## config.mk

```make
export PLATFORM = sky130hd
export DESIGN_NAME = design_sel_strap
export DESIGN_NICKNAME = d
export VERILOG_FILES = /design/src/rtl/design_sel_strap.sv
export SDC_FILE = /design/constraint.sdc
export NUM_CORES = 1
export LEC_CHECK = 0
export CORE_UTILIZATION = 35
export CTS_CLUSTER_SIZE = 25
export DETAILED_ROUTE_END_ITERATION = 10
export GPL_TIMING_DRIVEN = 0
export PLACE_DENSITY = 0.63
export SYNTH_ARGS = -nofsm -noshare
export SYNTH_HDL_FRONTEND = slang
export SYNTH_SLANG_ARGS = --single-unit
```

## constraint.sdc

```tcl
create_clock -name clk_i -period 4.21 [get_ports clk_i]
set_input_delay 0.6315 -clock clk_i [delete_from_list [all_inputs] [get_ports clk_i]]
set_output_delay 0.6315 -clock clk_i [all_outputs]
set_load 0.05 [all_outputs]
```

## src/rtl/design_sel_strap.sv

```systemverilog
// ---------------------------------------------------------------------------
// design_sel_strap
//
// Boot-time design selector and reset sequencer for the multi-design pad
// multiplexer. Five asynchronous strap pads are synchronized and debounced.
// Once they have been stable for STABLE_CYCLES samples, the value is latched
// onto design_sel. The selected design is then held in reset for
// RELEASE_DELAY cycles, after which the shared design reset is released.
//
// Optional feature macro: SEL_RELOAD_EN
//   defined   : a reload_req_i pulse seen in RUN re-enters SAMPLE. The design
//               is put back in reset and the straps are selected again.
//               reload_ack_o pulses for the first SAMPLE cycle.
//   undefined : reload_req_i is ignored and reload_ack_o is tied low.
//               RUN is terminal until rst_n is asserted.
//
// Ports
//   clk_i         in   1  single clock
//   rst_n         in   1  synchronous active-low reset
//   strap_i       in   5  raw strap pads, asynchronous to clk_i
//   reload_req_i  in   1  runtime reselect request (SEL_RELOAD_EN only)
//   design_sel    out  5  latched design selection, 5'h1F while parked
//   sel_valid     out  1  high once design_sel is latched
//   design_rst_n  out  1  active-low reset to all designs
//   reload_ack_o  out  1  one-cycle pulse when a reload is accepted
//   state_o       out  2  FSM state: SAMPLE=0, LATCH=1, HOLD=2, RUN=3
//
// Reload handshake: reload_req_i is a level sampled on each clk_i edge. It
// is consumed only while the FSM is in RUN. One sampled high edge is a
// complete request. reload_ack_o is high for exactly the cycle after the
// accepting edge. Requests seen in any other state are dropped, not queued.
// ---------------------------------------------------------------------------
module design_sel_strap #(
    parameter int STABLE_CYCLES = 1024,
    parameter int RELEASE_DELAY = 16
) (
    input  logic       clk_i,
    input  logic       rst_n,
    input  logic [4:0] strap_i,
    input  logic       reload_req_i,
    output logic [4:0] design_sel,
    output logic       sel_valid,
    output logic       design_rst_n,
    output logic       reload_ack_o,
    output logic [1:0] state_o
);

    localparam int CNT_W = $clog2(STABLE_CYCLES);
    localparam int REL_W = $clog2(RELEASE_DELAY + 1);
    localparam logic [CNT_W-1:0] CNT_MAX  = CNT_W'(STABLE_CYCLES - 1);
    localparam logic [REL_W-1:0] REL_LAST = REL_W'(RELEASE_DELAY - 1);
    localparam logic [4:0]       PARK_SEL = 5'h1F;

    typedef enum logic [1:0] {
        SAMPLE = 2'd0,
        LATCH  = 2'd1,
        HOLD   = 2'd2,
        RUN    = 2'd3
    } state_t;

    logic [4:0]       sync1_q, sync1_d;
    logic [4:0]       s_sync_q, s_sync_d;
    logic [4:0]       s_prev_q, s_prev_d;
    logic [CNT_W-1:0] stab_cnt_q, stab_cnt_d;
    logic [REL_W-1:0] rel_cnt_q, rel_cnt_d;
    state_t           state_q, state_d;
    logic [4:0]       design_sel_q, design_sel_d;
    logic             sel_valid_q, sel_valid_d;
    logic             design_rst_n_q, design_rst_n_d;
    logic             reload_ack_q, reload_ack_d;

`ifndef SEL_RELOAD_EN
    // The port stays on the boundary so both builds share one pinout.
    logic reload_unused;
    assign reload_unused = reload_req_i;
`endif

    always_comb begin
        sync1_d  = strap_i;
        s_sync_d = sync1_q;
        s_prev_d = s_sync_q;

        // Any difference restarts the stability window. Saturate so that a
        // long stable run never wraps back into a false "unstable" count.
        if (s_sync_q != s_prev_q) begin
            stab_cnt_d = '0;
        end else if (stab_cnt_q == CNT_MAX) begin
            stab_cnt_d = stab_cnt_q;
        end else begin
            stab_cnt_d = stab_cnt_q + 1'b1;
        end

        rel_cnt_d      = rel_cnt_q;
        state_d        = state_q;
        design_sel_d   = design_sel_q;
        sel_valid_d    = sel_valid_q;
        design_rst_n_d = design_rst_n_q;
        reload_ack_d   = 1'b0;

        case (state_q)
            SAMPLE: begin
                // Leave as soon as this edge brings the counter to its
                // terminal value. A change on the same edge yields 0 here,
                // so the window restarts.
                if (stab_cnt_d == CNT_MAX) begin
                    state_d = LATCH;
                end
            end
            LATCH: begin
                // design_sel and sel_valid move together on HOLD entry.
                design_sel_d = s_sync_q;
                sel_valid_d  = 1'b1;
                rel_cnt_d    = '0;
                state_d      = HOLD;
            end
            HOLD: begin
                if (rel_cnt_q == REL_LAST) begin
                    design_rst_n_d = 1'b1;
                    state_d        = RUN;
                end else begin
                    rel_cnt_d = rel_cnt_q + 1'b1;
                end
            end
            RUN: begin
`ifdef SEL_RELOAD_EN
                // Reset, valid and selection change on a single edge. No
                // design ever runs with the parking code.
                if (reload_req_i) begin
                    design_rst_n_d = 1'b0;
                    sel_valid_d    = 1'b0;
                    design_sel_d   = PARK_SEL;
                    reload_ack_d   = 1'b1;
                    stab_cnt_d     = '0;
                    rel_cnt_d      = '0;
                    state_d        = SAMPLE;
                end
`endif
            end
            default: begin
                state_d = SAMPLE;
            end
        endcase
    end

    always_ff @(posedge clk_i) begin
        if (!rst_n) begin
            sync1_q        <= 5'h00;
            s_sync_q       <= 5'h00;
            s_prev_q       <= 5'h00;
            stab_cnt_q     <= '0;
            rel_cnt_q      <= '0;
            state_q        <= SAMPLE;
            design_sel_q   <= PARK_SEL;
            sel_valid_q    <= 1'b0;
            design_rst_n_q <= 1'b0;
            reload_ack_q   <= 1'b0;
        end else begin
            sync1_q        <= sync1_d;
            s_sync_q       <= s_sync_d;
            s_prev_q       <= s_prev_d;
            stab_cnt_q     <= stab_cnt_d;
            rel_cnt_q      <= rel_cnt_d;
            state_q        <= state_d;
            design_sel_q   <= design_sel_d;
            sel_valid_q    <= sel_valid_d;
            design_rst_n_q <= design_rst_n_d;
            reload_ack_q   <= reload_ack_d;
        end
    end

    assign design_sel   = design_sel_q;
    assign sel_valid    = sel_valid_q;
    assign design_rst_n = design_rst_n_q;
    assign reload_ack_o = reload_ack_q;
    assign state_o      = state_q;

endmodule

```

==> results.md, run 1 <==
* Iter 0 DRT Violations at 76
* Routability congestion estimate at 0.825
* Initial antenna violation count at 0
* Worst hold start: s_sync_d[3]
* Setup tns final at 0 ns
* Pre-CTS WS at 1.76 ns
* Power Dens Cells at 470 mW/mm²
* Final hold violation count at 0
* Worst-Skew Late Latency at 0.30 ns
* DIE AREA at 0.00508 mm²
* Post-Syn Nets at 200
* CTS Sinks at 39
* Diode count at 0
* Hold_buf cts at 0
* Fin nets at 221
* Commonest cells after routing, fill and taps aside: dfxtp_1, nor2_1, nand2_1
* First-pass GRT wire length at 5450 µm
* Syn. warnings at 0
* CP Max Fanout at 6
* Post-route cell area at 0.00201 mm²
* Power, Total at 0.000942 W
* Grt ovf at 0
* RSZ-0062 raised after global routing: no
* Total setup buffers inserted after CTS at 0
* PortBufs at 14
* Number of synthesized register bits at 39
* Post-Syn Area at 0.00168 mm²
* Core footprint at 0.00447 mm²
* Final hold slack at 0.440 ns
* DRC viols at 0
* R2r startpoint: stab_cnt_q[0]
* Peak supply drop at 0.265 mV
* Crit end category: flop
* Area Overhead vs Synth at 19.4%
* Crit Reg-Reg Endpoint: state_o[1]
* Finish-stage setup viols at 0
* Fill cells at 418
* Max layer used: met4
* Status: completed
* Die Wd at 71.3 µm
* Cells on Worst Hold Path at 1
* IO Pins at 18
* Setup WS post-layout at 1.77 ns
* Placed instance area at 0.00188 mm²
* Crit Path Class: reg2reg
* Clk slew on worst S/H paths at 0.08 ns
* First-pass DRT Iterations at 4
* Async S/R FF share, synth at 0
* Die Y at 71.3 µm
* Root Buffer: clkbuf_8
* Multi-input gate area at 861 µm²
* Predominant post-synthesis flop cell: dfxtp_1
* Routed wire per std cell at 11.4 µm
* Num CTS Buffers at 5
* Worst Hold Class: reg2reg
* Crit path launch type: flop
* Metal3 WL at 90 µm
* Max-slew violation count at 0
* Vias/cell at 4.91
* Max H-tree Level at 2
* Site row count at 24
* Initial Utilization at 0.375
* Sequential area share after synthesis at 0.465
* Required @ worst endpoint at 4.39 ns
* Synth Area per Inst at 9.13 µm²
* CTS tree: done
* Pleak at 0.776 nW
* Min cycle time layout at 2.44 ns
* Routed via count at 1267
* Fin crit share at 0.579
* Met1 WL at 1520 µm
* Number of synthesized flops with an enable pin at 0
* Post-DP HPWL at 2080 µm
* Total Routing Usage GR at 0.140
* Synth Instances at 184
* Fmax at 410 MHz
* WP data arrival at 2.62 ns
* Met2 wire length at 1240 µm
* Antenna Nets Post-Route at 0
* Hold EP: s_prev_d[3]
* Path depth of the worst reg2reg path at 7
* Register area at 781 µm²
* Number of global-route vias before repair at 1220
* PostCTS Resize Cnt at 0
* Largest net degree at the start of global routing at 14
* Max_cap viols at 0
* Clock skew at 0.00826 ns
* Leading cell type in the layout, fill and taps excluded: dfxtp_1
* Reg2Reg Setup Slack at 1.77 ns
* Fraction of layout cells with a size suffix above 1 at 0.0631
* Clock Path Buffers at 2
* WL final at 2930 µm
* Cell variety after synth at 34
metrics by stage:
stage / utilization / instances
2_1_floorplan: - / 184
3_3_place_gp: 0.421 / 250
3_5_place_dp: 0.421 / 250
4_1_cts: 0.448 / 258
5_1_grt: 0.448 / 258
6_report: 0.448 / 258
report_power, final:
part | internal, W | switching (W) | total (W)
Sequential | 0.000394 | 0.0000179 | 0.000412
Clock | 0.000195 | 0.000138 | 0.000333
Combinational | 0.0000759 | 0.000122 | 0.000198
Total | 0.000665 | 0.000277 | 0.000942
worst max-delay path, cell delays in order, from the launching register on:
cell and delay [ns]:
dfxtp_1 0.42, ha_1 0.30, nand2_2 0.13, nor3_1 0.30, mux2_4 0.33, or4_1 0.52, o21a_1 0.22, mux2i_1 0.12
synth_stat cells (2+ instances only):
cell      instances  area [µm²]
dfxtp_1          39         781
nor3_1            7        35.0
clkbuf_1          4        15.0
xnor2_1           5        43.8
a21oi_1           8        40.0
and2_1           17         106
ha_1              8         100
nand3_1           7        35.0
and3_1            5        31.3
nor3b_1           2        15.0
nand4b_1          2        17.5
nor2_1           21        78.8
xor2_1            4        35.0
inv_1             4        15.0
nand2b_1          3        18.8
nand4_1           3        18.8
mux2i_1           9        90.1
nand2_1          20        75.1
flip-flops by register name, summed over array words and instances (netlist names):
| register | count |
|---|---|
| stab_cnt_q | 10 |
| design_sel | 5 |
| rel_cnt_q | 5 |
| s_prev_d | 5 |
| s_prev_q | 5 |
| s_sync_d | 5 |
| state_o | 2 |
| design_rst_n | 1 |
| sel_valid | 1 |
metal layers:
layer	vias up	track usage
li1	659	-
met2	16	0.210
met3	7	0.0338
met4	0	0.0889
met5	-	0
met1	585	0.181
cell type report:
class | count | area share
Buffer | 5 | 0.0112
Clock buffer | 6 | 0.0412
Clock inverter | 2 | 0.0193
Inverter | 4 | 0.00749
Multi-Input combinational cell | 136 | 0.429
Sequential cell | 39 | 0.389
Tap cell | 52 | 0.0324
Timing Repair Buffer | 14 | 0.0699
cells by family after synthesis:
kind of cell               count (synthesis)  share of synthesized area
adders and majority gates                  8                     0.0596
muxes                                     10                     0.0626
buffers and inverters                      9                     0.0224
xor gates and xnor gates                   9                     0.0469
other                                      1                    0.00223
and+or+nand+nor                           94                      0.289
AOI/OAI and AO/OA                         14                     0.0522
DFF                                       39                      0.465
worst max-delay path by stage:
stage / from / end / slack [ns]
CTS: stab_cnt_q[0] / state_o[1] / 1.75
finish: stab_cnt_q[0] / state_o[1] / 1.77
floorplan: state_o[0] / state_o[0] / 1.88
global route: stab_cnt_q[0] / state_o[0] / 1.60
detailed placement: stab_cnt_q[0] / state_o[0] / 1.76
global placement: stab_cnt_q[0] / state_o[0] / 1.78
No activity file was read; power rests on OpenSTA's default activity.
==> run 2: changes to the inputs <==
--- a/config.mk
+++ b/config.mk
@@ -9,7 +9,7 @@
 export CTS_CLUSTER_SIZE = 25
 export DETAILED_ROUTE_END_ITERATION = 10
 export GPL_TIMING_DRIVEN = 0
-export PLACE_DENSITY = 0.63
+export PLACE_DENSITY = 0.65
 export SYNTH_ARGS = -nofsm -noshare
 export SYNTH_HDL_FRONTEND = slang
 export SYNTH_SLANG_ARGS = --single-unit
==> constraint.sdc (replaced) <==
create_clock -name clk_i -period 2 [get_ports clk_i]
set_input_delay 0.3 -clock clk_i [delete_from_list [all_inputs] [get_ports clk_i]]
set_output_delay 0.3 -clock clk_i [all_outputs]
set_load 0.05 [all_outputs]
==> run 2 against run 1 <==
  * The run now ends with setup timing left
  * Hold slack got worse by 0.043 ns
  * Maximum frequency rose by 19%
  * Combinational power rose by 120%
  * First-iteration DRC count rose by 11%
  * Count of clock-buffer cells in the layout fell by 1
  * Flip-flop and latch count did not move
  * Critical path depth did not move
  * Total power rose by 100%
  * Wire length rose by 8.5%
  * Die area did not move
  * Core utilization rose by 3.7 points
  * Cell area rose by 8.3%
  * Largest cell class unchanged
==> results.md, run 2 (synthesized netlist as in run 1, its figures left out) <==
* Cells on Worst Hold Path at 3
* Clk slew on worst S/H paths at 0.07 ns
* Iter 0 DRT Violations at 84
* Status: complete, but fails checks
* Multi-input gate area at 952 µm²
* Max H-tree Level at 2
* Max_cap viols at 0
* DRC viols at 0
* Site row count at 24
* Worst Max-Slew Pin Slew at 0.495 ns
* WP data arrival at 2.24 ns
* Fin cells at 266
* Reg2Reg Setup Slack at -0.06 ns
* Root Buffer: clkbuf_8
* Failing checks: setup timing
* Routability congestion estimate at 0.830
* First-pass GRT wire length at 5580 µm
* Final hold violation count at 0
* Power Dens Cells at 889 mW/mm²
* Hold_buf cts at 0
* Critical-path cell list: ha_4 -> nand2_4 -> nor3_4 -> mux2_4 -> or4_4 -> o21a_1 -> mux2i_1
* CTS Sinks at 39
* CP max-delay cell: or4_4
* Fill cells at 427
* Fmax at 486 MHz
* First-pass DRT Iterations at 4
* Clock Path Buffers at 2
* Max-slew violation count at 0
* Slowest Stage Delay on Critical Path at 0.51 ns
* Total Routing Usage GR at 0.143
* Setup tns final at -0.114 ns
* PortBufs at 14
* Initial antenna violation count at 0
* Path depth of the worst reg2reg path at 7
* Vias/cell at 4.97
* Core footprint at 0.00447 mm²
* DP Cell Count at 250
* Min cycle time layout at 2.06 ns
* Crit end category: flop
* WL final at 3180 µm
* Largest net degree at the start of global routing at 13
* Required @ worst endpoint at 2.18 ns
* Setup WS post-layout at -0.0582 ns
* Initial Utilization at 0.375
* Antenna Nets Post-Route at 0
* Pleak at 0.861 nW
* Reg with most FFs: stab_cnt_q
* Die Wd at 71.3 µm
* Grt ovf at 0
* Clock skew at 0.00287 ns
* Fraction of layout cells with a size suffix above 1 at 0.206
* Worst-Skew Late Latency at 0.28 ns
* Fin nets at 230
* Slew margin rel. at 0.669
* Crit Path Class: reg2reg
* Finish-stage setup viols at 2
* Area Overhead vs Synth at 29.4%
* Worst Hold Class: in2reg
* Post-DP HPWL at 2120 µm
* Diode count at 0
* RSZ-0062 raised after global routing: yes
* CP Max Fanout at 4
* Crit path launch type: flop
* Num CTS Buffers at 5
* Max reg flops at 10
* Fin crit share at 1.03
* Peak supply drop at 0.619 mV
* Commonest cells after routing, fill and taps aside: dfxtp_1, nor2_1, nand2_1
* Routed via count at 1321
* Die Y at 71.3 µm
* IO Pins at 18
* Number of global-route vias before repair at 1208
* DIE AREA at 0.00508 mm²
* Register area at 805 µm²
* CTS tree: done
* Leading cell type in the layout, fill and taps excluded: dfxtp_1
* Routed wire per std cell at 12.0 µm
## run 2: cell types whose count changed in the layout (fill, tap and decap cells not counted), sizes merged
cell / before / now
buf: 1 / 10
clkbuf: 10 / 9
## run 2: per-layer routing
metal / global-route usage / vias up / wire length (µm)
met5: 0 / - / 0
met3: 0.0520 / 4 / 143
met4: 0.0644 / 0 / 29
li1: - / 674 / -
met2: 0.210 / 30 / 1440
met1: 0.187 / 613 / 1570
## run 2: what timing repair did
action / 4_1_cts / 5_1_grt
setup buffers: 4 / 5
gates cloned: 0 / 0
endpoints found under the setup margin: 2 / 2
gates resized for setup: 12 / 9
pin swaps: 6 / 5
## run 2: critical path: cells and delay by family, from the launching register on
kind | cells | cell delay [ns]
fa+ha+maj | 1 | 0.16
compound gates | 1 | 0.24
simple gates | 3 | 0.75
mux | 2 | 0.44
flops | 1 | 0.37
## run 2: power breakdown
part	leakage, nW	internal [W]	switching [W]
registers	0.325	0.000833	0.0000344
logic	0.482	0.000168	0.000263
clock network	0.0545	0.000365	0.000267
## run 2: layout make-up
cell class / count / area share
inverters: 4 / 0.00691
plain buffers: 5 / 0.0104
clock inverters: 2 / 0.0167
clock buffers: 5 / 0.0317
repair buffers: 23 / 0.0956
multi-input cells: 136 / 0.438
flip-flops and latches: 39 / 0.370
well taps: 52 / 0.0300
## run 2: worst paths after layout
| path | endpoint | from |
|---|---|---|
| worst max-delay path | state_o[1] | stab_cnt_q[0] |
| worst min-delay path | state_o[0] | rst_n |
| worst max register to register | state_o[1] | stab_cnt_q[0] |
| worst min register to register | s_prev_d[3] | s_sync_d[3] |
## run 2: per-stage QoR
stage	setup slack (ns)	total power, W	util	cell area [µm²]	hold slack [ns]
after floorplan	0.0154	0.00119	-	1710	0.412
final	-0.0582	0.00193	0.485	2170	0.397
after detailed placement	-0.177	0.00131	0.429	1920	0.418
after global placement	-0.165	0.00131	0.429	1920	0.414
after global routing	-0.126	0.00204	0.485	2170	0.430
after CTS	-0.118	0.00196	0.469	2100	0.409
==> run 3: changes to the inputs <==
--- a/config.mk
+++ b/config.mk
@@ -9,7 +9,7 @@
 export CTS_CLUSTER_SIZE = 25
 export DETAILED_ROUTE_END_ITERATION = 10
 export GPL_TIMING_DRIVEN = 0
-export PLACE_DENSITY = 0.65
+export SETUP_SLACK_MARGIN = 0.3
 export SYNTH_ARGS = -nofsm -noshare
 export SYNTH_HDL_FRONTEND = slang
 export SYNTH_SLANG_ARGS = --single-unit
==> run 3 against run 2 <==
  * Hold slack lost 0.035 ns
  * Flip-flop and latch count unchanged
  * Sequential power fell by 1%
  * Combinational power decreased by 5.6%
  * Critical path type unchanged
  * Cell count increased by 2.6%
  * Register-to-register slack better by 0.08 ns
  * Critical endpoint unchanged
  * The flow now finishes without violations
  * Die area unchanged
  * Critical path depth unchanged
  * Highest routed layer unchanged
==> results.md, run 3 (synthesized netlist as in run 1, its figures left out) <==
* DIE AREA at 0.00508 mm²
* Site row count at 24
* R2r startpoint: stab_cnt_q[0]
* Required @ worst endpoint at 2.18 ns
* Die Wd at 71.3 µm
* Fmax at 506 MHz
* Critical Path Sink: state_o[1]
* Fin nets at 236
* DRC viols at 0
* Worst-Skew Late Latency at 0.29 ns
* Clock Path Buffers at 2
* Routed wire per std cell at 11.5 µm
* Fraction of layout cells with a size suffix above 1 at 0.244
* Core footprint at 0.00447 mm²
* First-pass GRT wire length at 5440 µm
* Max_cap viols at 0
* Area Overhead vs Synth at 34.6%
* Initial Utilization at 0.375
* Crit path launch type: flop
* Commonest cells after routing, fill and taps aside: dfxtp_1, nor2_1, nand2_1
* Clk slew on worst S/H paths at 0.08 ns
* Crit. Startpoint: stab_cnt_q[0]
* Clock skew at 0.00756 ns
* Pleak at 0.904 nW
* DP Cell Count at 250
* Status: completed
* IO Pins at 18
* CTS tree: done
* Register area at 827 µm²
* CP Buf/Inv Count at 0
* Power Dens Cells at 855 mW/mm²
* Leading cell type in the layout, fill and taps excluded: dfxtp_1
* Routability congestion estimate at 0.884
* Hold_buf cts at 0
* Grt ovf at 0
* CP Max Fanout at 4
* Crit Reg-Reg Endpoint: state_o[1]
* Critical Path Stages at 7
* Initial antenna violation count at 0
* RSZ-0062 raised after global routing: yes
* Crit Path Class: reg2reg
* Finish-stage setup viols at 0
* Max H-tree Level at 2
* CTS Sinks at 39
* Worst Hold Class: in2reg
* Delay-heaviest family, CP: simple AND/OR/NAND/NOR gates
* First-pass DRT Iterations at 4
* Antenna Nets Post-Route at 0
* Reg with most FFs: stab_cnt_q
* Max-slew violation count at 0
* CP max-delay cell: or4_1
* PortBufs at 14
* Total Routing Usage GR at 0.139
* Fin crit share at 0.988
* Crit end category: flop
* Setup tns final at 0 ns
* Max reg flops at 10
* Slowest Stage Delay on Critical Path at 0.51 ns
* Largest net degree at the start of global routing at 15
* Multi-input gate area at 970 µm²
* Fin cells at 273
* Diode count at 0
* WP data arrival at 2.16 ns
* Root Buffer: clkbuf_8
* Iter 0 DRT Violations at 115
* Routed via count at 1337
* Peak supply drop at 0.420 mV
* Fill cells at 409
* Reg2Reg Setup Slack at 0.02 ns
* Post-DP HPWL at 2040 µm
* Die Y at 71.3 µm
* Min cycle time layout at 1.98 ns
* Path depth of the worst reg2reg path at 7
* Critical-path cell list: ha_4 -> nand2_4 -> nor3_4 -> mux2_4 -> or4_1 -> o21a_1 -> mux2i_1
* Num CTS Buffers at 5
* Final hold violation count at 0
* Number of global-route vias before repair at 1239
* WL final at 3130 µm
* Final core occ at 0.505
* Vias/cell at 4.90
run 3: cell types whose count changed in the layout (fill, tap and decap cells not counted), moves of 2 or more:
cell,before,now
nor3_1,5,3
nor3_2,1,3
dlygate4sd2_1,0,9
buf_4,10,15
dfxtp_2,10,1
clkdlybuf4s50_1,14,5
dfxtp_4,3,12
run 3: report_power, final:
group / total (W) / switching (W) / leakage (nW) / internal [W]
clock: 0.000669 / 0.000291 / 0.0587 / 0.000378
combinational: 0.000407 / 0.000261 / 0.518 / 0.000146
sequential: 0.000856 / 0.0000355 / 0.327 / 0.000820
run 3: worst min-delay path by stage:
stage,start,to,slack [ns],depth (start not counted)
after global routing,rst_n,state_o[1],0.42,3
after detailed placement,s_sync_d[4],s_prev_d[4],0.42,1
final,rst_n,state_o[0],0.36,3
after global placement,s_sync_d[2],s_prev_d[2],0.41,1
after CTS,rst_n,state_o[0],0.35,3
after floorplan,s_sync_d[0],s_prev_d[0],0.41,1
run 3: cell type report:
cell class                      instances  share of cell area
Sequential cell                        39               0.366
Buffer                                  5             0.00996
Clock buffer                            5              0.0304
Clock inverter                          3              0.0210
Timing Repair Buffer                   29               0.108
Inverter                                4             0.00664
Multi-Input combinational cell        136               0.429
Tap cell                               52              0.0288
run 3: what timing repair did:
item | in CTS | in global routing
gates cloned | 0 | 0
resized for setup | 24 | 5
setup endpoints to repair | 11 | 13
pin swaps | 3 | 4
setup buffers | 11 | 4
run 3: stage by stage:
step	power, W	setup slack, ns	instance area [µm²]	hold WS [ns]
final	0.00193	0.0232	2260	0.362
after global routing	0.00204	-0.0810	2260	0.424
after CTS	0.00195	0.0209	2210	0.354
after detailed placement	0.00131	-0.0670	1970	0.418
after global placement	0.00131	-0.0992	1970	0.414
after floorplan	0.00119	0.0506	1760	0.412
run 3: routing by layer:
metal	GRT usage	vias to the layer above	part of all wire
li1	-	698	-
met1	0.169	613	0.48
met2	0.218	22	0.47
met3	0.0464	4	0.034
met4	0.0733	0	0.011
met5	0	-	0
run 3: worst reg2reg max path, stage by stage (launching register included):
cell and delay, ns:
dfxtp_4 0.36, ha_4 0.16, nand2_4 0.06, nor3_4 0.13, mux2_4 0.31, or4_1 0.51
o21a_1 0.22, mux2i_1 0.12
